===== config.mk =====
export PLATFORM = sky130hd
export DESIGN_NAME = user_session_monitor
export DESIGN_NICKNAME = d
export VERILOG_FILES = /design/src/rtl/user_session_monitor_pkg.sv /design/src/rtl/session_timeout_counter.sv /design/src/rtl/user_session_monitor.sv
export SDC_FILE = /design/constraint.sdc
export NUM_CORES = 1
export LEC_CHECK = 0
export ABC_CLOCK_PERIOD_IN_PS = 2900
export CAP_MARGIN = 15
export CORE_ASPECT_RATIO = 0.6
export CORE_UTILIZATION = 56
export CTS_CLUSTER_DIAMETER = 50
export CTS_CLUSTER_SIZE = 20
export DETAILED_ROUTE_END_ITERATION = 8
export MAX_ROUTING_LAYER = met4
export PLACE_DENSITY = 0.78
export SLEW_MARGIN = 10
export SYNTH_ARGS = -nofsm -noshare
export SYNTH_HDL_FRONTEND = slang
export SYNTH_SLANG_ARGS = --single-unit

===== constraint.sdc =====
create_clock -name clock -period 2.9 [get_ports clock]
set_input_delay 0.87 -clock clock [delete_from_list [all_inputs] [get_ports clock]]
set_output_delay 0.87 -clock clock [all_outputs]
set_load 0.01 [all_outputs]

===== src/rtl/user_session_monitor_pkg.sv =====
// Shared definitions for the memory-tester session monitor: user ID sizing,
// FSM state encoding and the user-ID to lockout-bit mapping.
package user_session_monitor_pkg;

    localparam int USER_ID_W = 3;
    localparam int NUM_USERS = 7;

    localparam logic [1:0] ST_IDLE   = 2'd0;
    localparam logic [1:0] ST_ACTIVE = 2'd1;
    localparam logic [1:0] ST_LOGOUT = 2'd2;

    // User k owns bit k-1 of the lockout bitmap; ID 0 means "no user".
    function automatic logic [USER_ID_W-1:0] id_to_bit(input logic [USER_ID_W-1:0] id);
        return id - USER_ID_W'(1);
    endfunction

endpackage


===== src/rtl/session_timeout_counter.sv =====
// Loadable, saturating cycle counter with a terminal-count flag that fires
// one cycle before saturation, so a registered reaction lands on LIMIT.
module session_timeout_counter #(
    parameter int LIMIT = 16
) (
    input  logic clock,
    input  logic rst,
    input  logic clear,
    input  logic enable,
    output logic tc
);

    localparam int CW = $clog2(LIMIT + 1);
    localparam logic [CW-1:0] TC_VAL  = CW'(LIMIT - 1);
    localparam logic [CW-1:0] SAT_VAL = CW'(LIMIT);

    logic [CW-1:0] count_q;
    logic [CW-1:0] count_d;

    always_comb begin
        count_d = count_q;
        if (clear) begin
            count_d = '0;
        end else if (enable && (count_q != SAT_VAL)) begin
            count_d = count_q + CW'(1);
        end
    end

    always_ff @(posedge clock or negedge rst) begin
        if (!rst) begin
            count_q <= '0;
        end else begin
            count_q <= count_d;
        end
    end

    assign tc = (count_q == TC_VAL);

endmodule


===== src/rtl/user_session_monitor.sv =====
// Session monitor: tracks the active login, forces logout on inactivity or
// request (retrying until the grant drops) and locks users after failed logins.
module user_session_monitor
    import user_session_monitor_pkg::*;
#(
    parameter int IDLE_TIMEOUT = 1000,
    parameter int MAX_FAILS    = 3,
    parameter int ACK_TIMEOUT  = 16
) (
    input  logic                 clock,
    input  logic                 rst,
    input  logic                 ROM_access,
    input  logic [USER_ID_W-1:0] internal_id,
    input  logic                 red_led_user,
    input  logic                 activity,
    input  logic                 user_logout_req,
    input  logic                 admin_clear,
    output logic [NUM_USERS-1:0] status,
    output logic                 log_out,
    output logic                 session_active,
    output logic [USER_ID_W-1:0] session_id
);

    logic [1:0]                  state_q, state_d;
    logic                        rom_q, red_q, armed_q;
    logic                        log_out_q, log_out_d;
    logic                        session_active_q, session_active_d;
    logic [USER_ID_W-1:0]        session_id_q, session_id_d;
    logic [NUM_USERS-1:0]        status_q, status_d;
    logic [NUM_USERS-1:0][1:0]   fail_cnt_q, fail_cnt_d;

    logic                        rom_rise, red_rise, id_valid;
    logic                        idle_tc, ack_tc;
    logic                        idle_clear, idle_enable, ack_clear, ack_enable;
    logic [USER_ID_W-1:0]        user_bit;
    logic [1:0]                  inc_val;

    // armed_q masks the first sampled cycle so levels already high at reset
    // release are not mistaken for edges.
    assign rom_rise = armed_q && ROM_access && !rom_q;
    assign red_rise = armed_q && red_led_user && !red_q;
    assign id_valid = (internal_id != '0);
    assign user_bit = id_to_bit(internal_id);

    assign idle_clear  = (state_q != ST_ACTIVE) || activity;
    assign idle_enable = (state_q == ST_ACTIVE) && !activity;
    assign ack_clear   = (state_q != ST_LOGOUT) || ack_tc;
    assign ack_enable  = (state_q == ST_LOGOUT) && ROM_access;

    session_timeout_counter #(.LIMIT(IDLE_TIMEOUT)) u_idle_cnt (
        .clock  (clock),
        .rst    (rst),
        .clear  (idle_clear),
        .enable (idle_enable),
        .tc     (idle_tc)
    );

    session_timeout_counter #(.LIMIT(ACK_TIMEOUT)) u_ack_cnt (
        .clock  (clock),
        .rst    (rst),
        .clear  (ack_clear),
        .enable (ack_enable),
        .tc     (ack_tc)
    );

    always_comb begin
        state_d      = state_q;
        log_out_d    = 1'b0;
        session_id_d = session_id_q;
        case (state_q)
            ST_IDLE: begin
                if (rom_rise && id_valid) begin
                    state_d      = ST_ACTIVE;
                    session_id_d = internal_id;
                end
            end
            ST_ACTIVE: begin
                if (!ROM_access) begin
                    state_d      = ST_IDLE;
                    session_id_d = '0;
                end else if (user_logout_req || (!activity && idle_tc)) begin
                    state_d   = ST_LOGOUT;
                    log_out_d = 1'b1;
                end
            end
            ST_LOGOUT: begin
                if (!ROM_access) begin
                    state_d      = ST_IDLE;
                    session_id_d = '0;
                end else if (ack_tc) begin
                    log_out_d = 1'b1;
                end
            end
            default: begin
                state_d      = ST_IDLE;
                session_id_d = '0;
            end
        endcase
        session_active_d = (state_d == ST_ACTIVE);
    end

    always_comb begin
        fail_cnt_d = fail_cnt_q;
        status_d   = status_q;
        inc_val    = (fail_cnt_q[user_bit] == 2'b11) ? 2'b11 : fail_cnt_q[user_bit] + 2'd1;
        if (admin_clear) begin
            fail_cnt_d = '0;
            status_d   = '0;
        end else if ((state_q == ST_IDLE) && id_valid) begin
            if (red_rise) begin
                fail_cnt_d[user_bit] = inc_val;
                if (inc_val >= 2'(MAX_FAILS)) begin
                    status_d[user_bit] = 1'b1;
                end
            end
            // A successful login forgives earlier failures but not a lockout.
            if (rom_rise) begin
                fail_cnt_d[user_bit] = 2'b00;
            end
        end
    end

    always_ff @(posedge clock or negedge rst) begin
        if (!rst) begin
            state_q          <= ST_IDLE;
            rom_q            <= 1'b0;
            red_q            <= 1'b0;
            armed_q          <= 1'b0;
            log_out_q        <= 1'b0;
            session_active_q <= 1'b0;
            session_id_q     <= '0;
            status_q         <= '0;
            fail_cnt_q       <= '0;
        end else begin
            state_q          <= state_d;
            rom_q            <= ROM_access;
            red_q            <= red_led_user;
            armed_q          <= 1'b1;
            log_out_q        <= log_out_d;
            session_active_q <= session_active_d;
            session_id_q     <= session_id_d;
            status_q         <= status_d;
            fail_cnt_q       <= fail_cnt_d;
        end
    end

    assign status         = status_q;
    assign log_out        = log_out_q;
    assign session_active = session_active_q;
    assign session_id     = session_id_q;

endmodule


### Word-level counts from Yosys, hierarchy flattened

Cells that the tools add are included.

* bits in registers: 46
* output and inout bits: 12
* input bits: 10
* word-level logic and storage cells: 102

* muxes and demuxes: 35
* reductions and logical operators: 28
* bitwise logic cells: 3
* equal/unequal tests: 12
* add/subtract/negate cells: 4
* order comparisons: 3

Operator list (number)
* $mux W14: 6
* $mux W7: 4
* $mux W10: 2
* $and A14 B14 Y14: 1
* $bwmux W14: 1
* $mux W2: 7
* $not A14 Y14: 1
* $logic_and A1 B1 Y1: 12
* $add A10 B1 Y10 const B: 1
* $eq A10 B10 Y1 const B: 1
* $mux W5: 2
* $ne A10 B10 Y1 const B: 1
* $reduce_bool A2 Y1: 5
* $or A7 B7 Y7: 1
* $bmux W2 S3: 1
* $demux W2 S3: 1
* $mux W3: 2
* $ne A2 B2 Y1 const B: 3
* $pmux W2 S3: 1
* $pmux W3 S2: 1
* $add A5 B1 Y5 const B: 1
* $eq A5 B4 Y1 const B: 1
* $mux W1: 5
* $ne A5 B5 Y1 const B: 1
* 17 further kinds: 23

### Longest topological paths before layout

* depth after elaboration: 13
* mapped depth: 10
* depth with buffers taken out: 7

### By module

From an unflattened synthesis, not the netlist that was laid out.

* cell total of the unflattened synthesis: 275
* area total of the unflattened synthesis: 2620.0 um2

Modules (own cells, without submodules)
* user_session_monitor: area an instance 1674.1 um2, times used 1, cells an instance 175
* session_timeout_counter at u_idle_cnt: area an instance 645.6 um2, times used 1, cells an instance 71
* session_timeout_counter at u_ack_cnt: area an instance 300.3 um2, times used 1, cells an instance 29

### Worst setup path before layout

OpenSTA, ideal clock, no wires.

* kind: in2reg
* from: input port internal_id[0]
* to: register fail_cnt_q[7] (netlist name)
* data required time: 2.739 ns
* setup slack: -0.015 ns
* stages: 10
* path buffers: 3
* data arrival time: 2.754 ns
* library setup time: 0.161 ns
* cell sequence: buf_2 inv_1 ha_1 xor2_1 mux4_1 a211o_1 buf_6 nor2b_2 buf_6 a311oi_2

* word-level cells in the longest chain between the ends: 13
* elaborated cells on any way between the ends: 23
* those cells by class: add/sub: 2; order compare: 2; eq/ne: 1; mux: 12; bitwise: 2; reduce/logical: 4

Ends and longest elaborated chain
* start: declaration: line user_session_monitor.sv:13 `input logic [USER_ID_W-1:0] internal_id,`
* $sub A3 B1 Y3: line user_session_monitor_pkg.sv:14 `return id - USER_ID_W'(1);`
* $bmux W2 S3 (tied with other cells): line user_session_monitor.sv:105 `inc_val = (fail_cnt_q[user_bit] == 2'b11) ? 2'b11 : fail_cnt_q[user_bit] + 2'd1;`
* $mux W2 (not written as such) or $logic_and A1 B1 Y1 (tied branches): line user_session_monitor.sv:105, user_session_monitor.sv:111, user_session_monitor.sv:118
* $add A2 B1 Y2 (tied with other cells): line user_session_monitor.sv:105
* $mux W2 or $demux W2 S3 (tied branches): line user_session_monitor.sv:105, user_session_monitor.sv:111, user_session_monitor.sv:118
* $bwmux W14: line user_session_monitor.sv:111 `fail_cnt_d[user_bit] = inc_val;`
* $mux W14: line user_session_monitor.sv:110 `if (red_rise) begin`
* $mux W14: line user_session_monitor.sv:109 `end else if ((state_q == ST_IDLE) && id_valid) begin`
* $mux W14: line user_session_monitor.sv:106 `if (admin_clear) begin`
* $and A14 B14 Y14 (no source line)
* $mux W14: line user_session_monitor.sv:117 `if (rom_rise) begin`
* $mux W14: line user_session_monitor.sv:109
* $mux W14: line user_session_monitor.sv:106
* end signal: assignment: line user_session_monitor.sv:143 `fail_cnt_q <= fail_cnt_d;`
* end: declaration: line user_session_monitor.sv:30 `logic [NUM_USERS-1:0][1:0] fail_cnt_q, fail_cnt_d;`

Several ways; a longest one is shown, not always the timed one. The select of a mux whose other input is x is not followed.
A chain may end at the register's enable or synchronous reset.

### Worst setup path in the final report

* from: input port internal_id[0]
* to: register fail_cnt_q[3] (netlist name)

Same word-level chain as after synthesis.

==> flow_summary.json <==
{
  "core_um2": 4140,
  "power_switching_uw": 575,
  "end_kind": "flip-flop",
  "clockPowerShare_pct": 25.0,
  "period_share_pct": 96.6,
  "max_stage_delay_ns": 0.43,
  "row_count": 18,
  "min_period_ns": 2.80,
  "start_util_pct": 59.2,
  "worstPathArrival_ns": 2.97,
  "final_nets": 303,
  "finalPower_mw": 1.71,
  "grt-ovfl-total": 0,
  "post_drt_wl_per_cell_um": 16.7,
  "die_w_um": 87.5,
  "skew_ns": 0.00895,
  "slew_violations": 0,
  "post-route-util_pct": 73.3,
  "grt_use_total_pct": 27.7,
  "status": "finished clean",
  "drtIter0Drc": 164,
  "worst_path_dominant_cell_family": "buffers and inverters",
  "routabilityCongestion": 0.847,
  "antenna_found_initial": 0,
  "cts_tree": "done",
  "cts_setup_buffers": 0,
  "final_cell_mix": "dfrtp_1, nor2_1, buf_4",
  "postSynthAreaPerCell_um2": 10.2,
  "synthCells": 240,
  "path_cells": "clkdlybuf4s50_1 > inv_1 > ha_2 > xor2_4 > mux4_2 > a211o_4 > nor2b_4 > a311oi_2",
  "diodes": 0,
  "grt_pass1_wl_um": 9050,
  "pwr-share-seq_pct": 42.5,
  "yosys_warnings": 0,
  "maxCapViolCount": 0,
  "hp-class": "in2async",
  "grt_max_degree": 29,
  "ys_types": 41,
  "design_area_um2": 3040,
  "critPathMaxFanout": 7,
  "comb_power_share_pct": 32.6,
  "layout_commonest_cell": "dfrtp_1",
  "required_ns": 3.07,
  "fillers": 308,
  "cp.buffers_inverters": 2,
  "area_growth_syn_to_layout_pct": 23.7,
  "drive_above_1_share_pct": 18.7,
  "rsz0062_at_grt": "false",
  "worstSkewPairLatency_ns": 0.30,
  "wirelength_um": 5720,
  "critPathLaunchType": "primary input",
  "cts.sinks": 46,
  "first_pass_iters": 4,
  "seq_area_frac_synth_pct": 46.9,
  "fmax_mhz": 357,
  "ir_worst_vdd_mv": 0.297,
  "hold_viol": 0,
  "cts-root-buf": "clkbuf_8",
  "via_per_inst": 5.86,
  "crit_type": "in2reg",
  "synth-edff-count": 0,
  "whs_ns": 0.377,
  "cts_buffers": 5,
  "synthFlopType": "dfrtp_1",
  "die_area_um2": 4660,
  "cts.reportedPaths.clkPinSlew_ns": 0.09,
  "p_leak_nw": 1.35,
  "hpwl_um": 4160,
  "die_y_um": 53.3,
  "finalSetupViolCount": 0,
  "synth.net_count": 261,
  "cp_slowest_cell": "clkdlybuf4s50_1",
  "num_io_pins": 22,
  "placed_cell_area_um2": 2890,
  "io_buffers": 21,
  "drc": 0,
  "pwr_density_cell_nw_per_um2": 562,
  "async_reset_ff_share_pct": 100,
  "ys_ff_latch": 46,
  "synth_area_um2": 2450,
  "htree_levels": 2,
  "switching_share_pct": 33.7,
  "cts_buffer_depth": 2,
  "vias": 2010,
  "postCtsHoldBufs": 0,
  "drtAntennaViolNets": 0,
  "p_int_mw": 1.13,
  "grt_pass1_vias": 1789
}
[metal layers]
layer / share of wire (%) / GRT usage, % / routed length (µm) / up-vias
met1: 51 / 43.9 / 2900 / 976
met5: 0 / - / 0 / -
met4: 1.1 / 8.20 / 64 / 0
li1: - / - / - / 945
met3: 9.1 / 5.15 / 519 / 8
met2: 39 / 34.8 / 2240 / 81
[power groups by stage]
stage	logic, mW	registers (mW)	clock network [mW]
floorplan	0.315	0.742	0
global placement	0.520	0.734	0
detailed placement	0.538	0.736	0
CTS	0.542	0.724	0.430
global route	0.605	0.730	0.450
finish	0.556	0.724	0.426
[registers in the layout (all words and copies together) (netlist names)]
signal / flops
fail_cnt_q: 14
u_idle_cnt.count_q: 10
status: 7
u_ack_cnt.count_q: 5
session_id: 3
state_q: 2
armed_q: 1
log_out: 1
red_q: 1
rom_q: 1
session_active: 1
[cells in the mapped netlist (all sizes together) (2+ instances only)]
cell / n / area [µm²]
nand3: 4 / 20.0
inv: 12 / 45.0
a21o: 8 / 60.1
and3: 6 / 37.5
clkbuf: 5 / 18.8
a211oi: 3 / 22.5
nor2b: 2 / 15.0
mux4: 2 / 48.8
xnor2: 8 / 70.1
buf: 6 / 40.0
nor3: 5 / 25.0
ha: 11 / 138
nor2: 39 / 149
dfrtp: 46 / 1150
a31oi: 8 / 50.1
xor2: 6 / 52.6
nand2: 9 / 33.8
a311oi: 14 / 166
a22o: 4 / 35.0
mux2i: 6 / 60.1
nand2b: 4 / 25.0
a21oi: 19 / 95.1
[final timing paths]
kind	start	cells past startpoint	end	slack, ns
max in group asynchronous	rst	2	fail_cnt_q[9]	2.01
worst min register to register	status[2]	2	status[2]	0.50
worst max-delay path	internal_id[0]	8	fail_cnt_q[3]	0.1
worst min-delay path	rst	1	u_idle_cnt.count_q[5]	0.38
worst max register to register	state_q[1]	7	fail_cnt_q[0]	0.98
min in group clock	status[2]	2	status[2]	0.50
[layout make-up]
type                    count  area, µm²  share of cell area [%]
clock buffers               7       86.3                    2.84
clock inverters             1       8.76                   0.288
inverters                  12       45.0                    1.48
multi-input cells         171       1260                    41.7
flip-flops and latches     46       1150                    37.9
well taps                  60       75.1                    2.47
repair buffers             46        405                    13.3
[worst reg2reg max path: stages (launching register included)]
cell and delay (ns):
dfrtp_1 0.43, inv_1 0.13, ha_1 0.36, a21oi_1 0.16
nor2_2 0.15, buf_12 0.20, a21oi_1 0.11, a311oi_2 0.28
[cell families after synthesis]
kind of cell	count (synthesis)	synth area share, %
flops	46	46.9
buf+inv	23	4.23
simple gates	76	14.6
mux	8	4.43
xor+xnor	14	5.00
other cells	1	0.153
compound gates	61	19.1
fa+ha+maj	11	5.61
[repair_timing]
| action | 4_1_cts | 5_1_grt |
|---|---|---|
| pin swaps | 0 | 1 |
| setup endpoints to repair | 7 | 20 |
| gates resized for setup | 1 | 9 |
[metrics by stage]
step	setup TNS (ns)	cells	setup WS (ns)
global placement	-5.10	335	-0.368
finish	0	343	0.0979
CTS	0	343	0.0294
detailed placement	-5.96	335	-0.421
floorplan	0	240	0.0303
global route	0	343	0.0109
(Power assumes the default switching activity.)
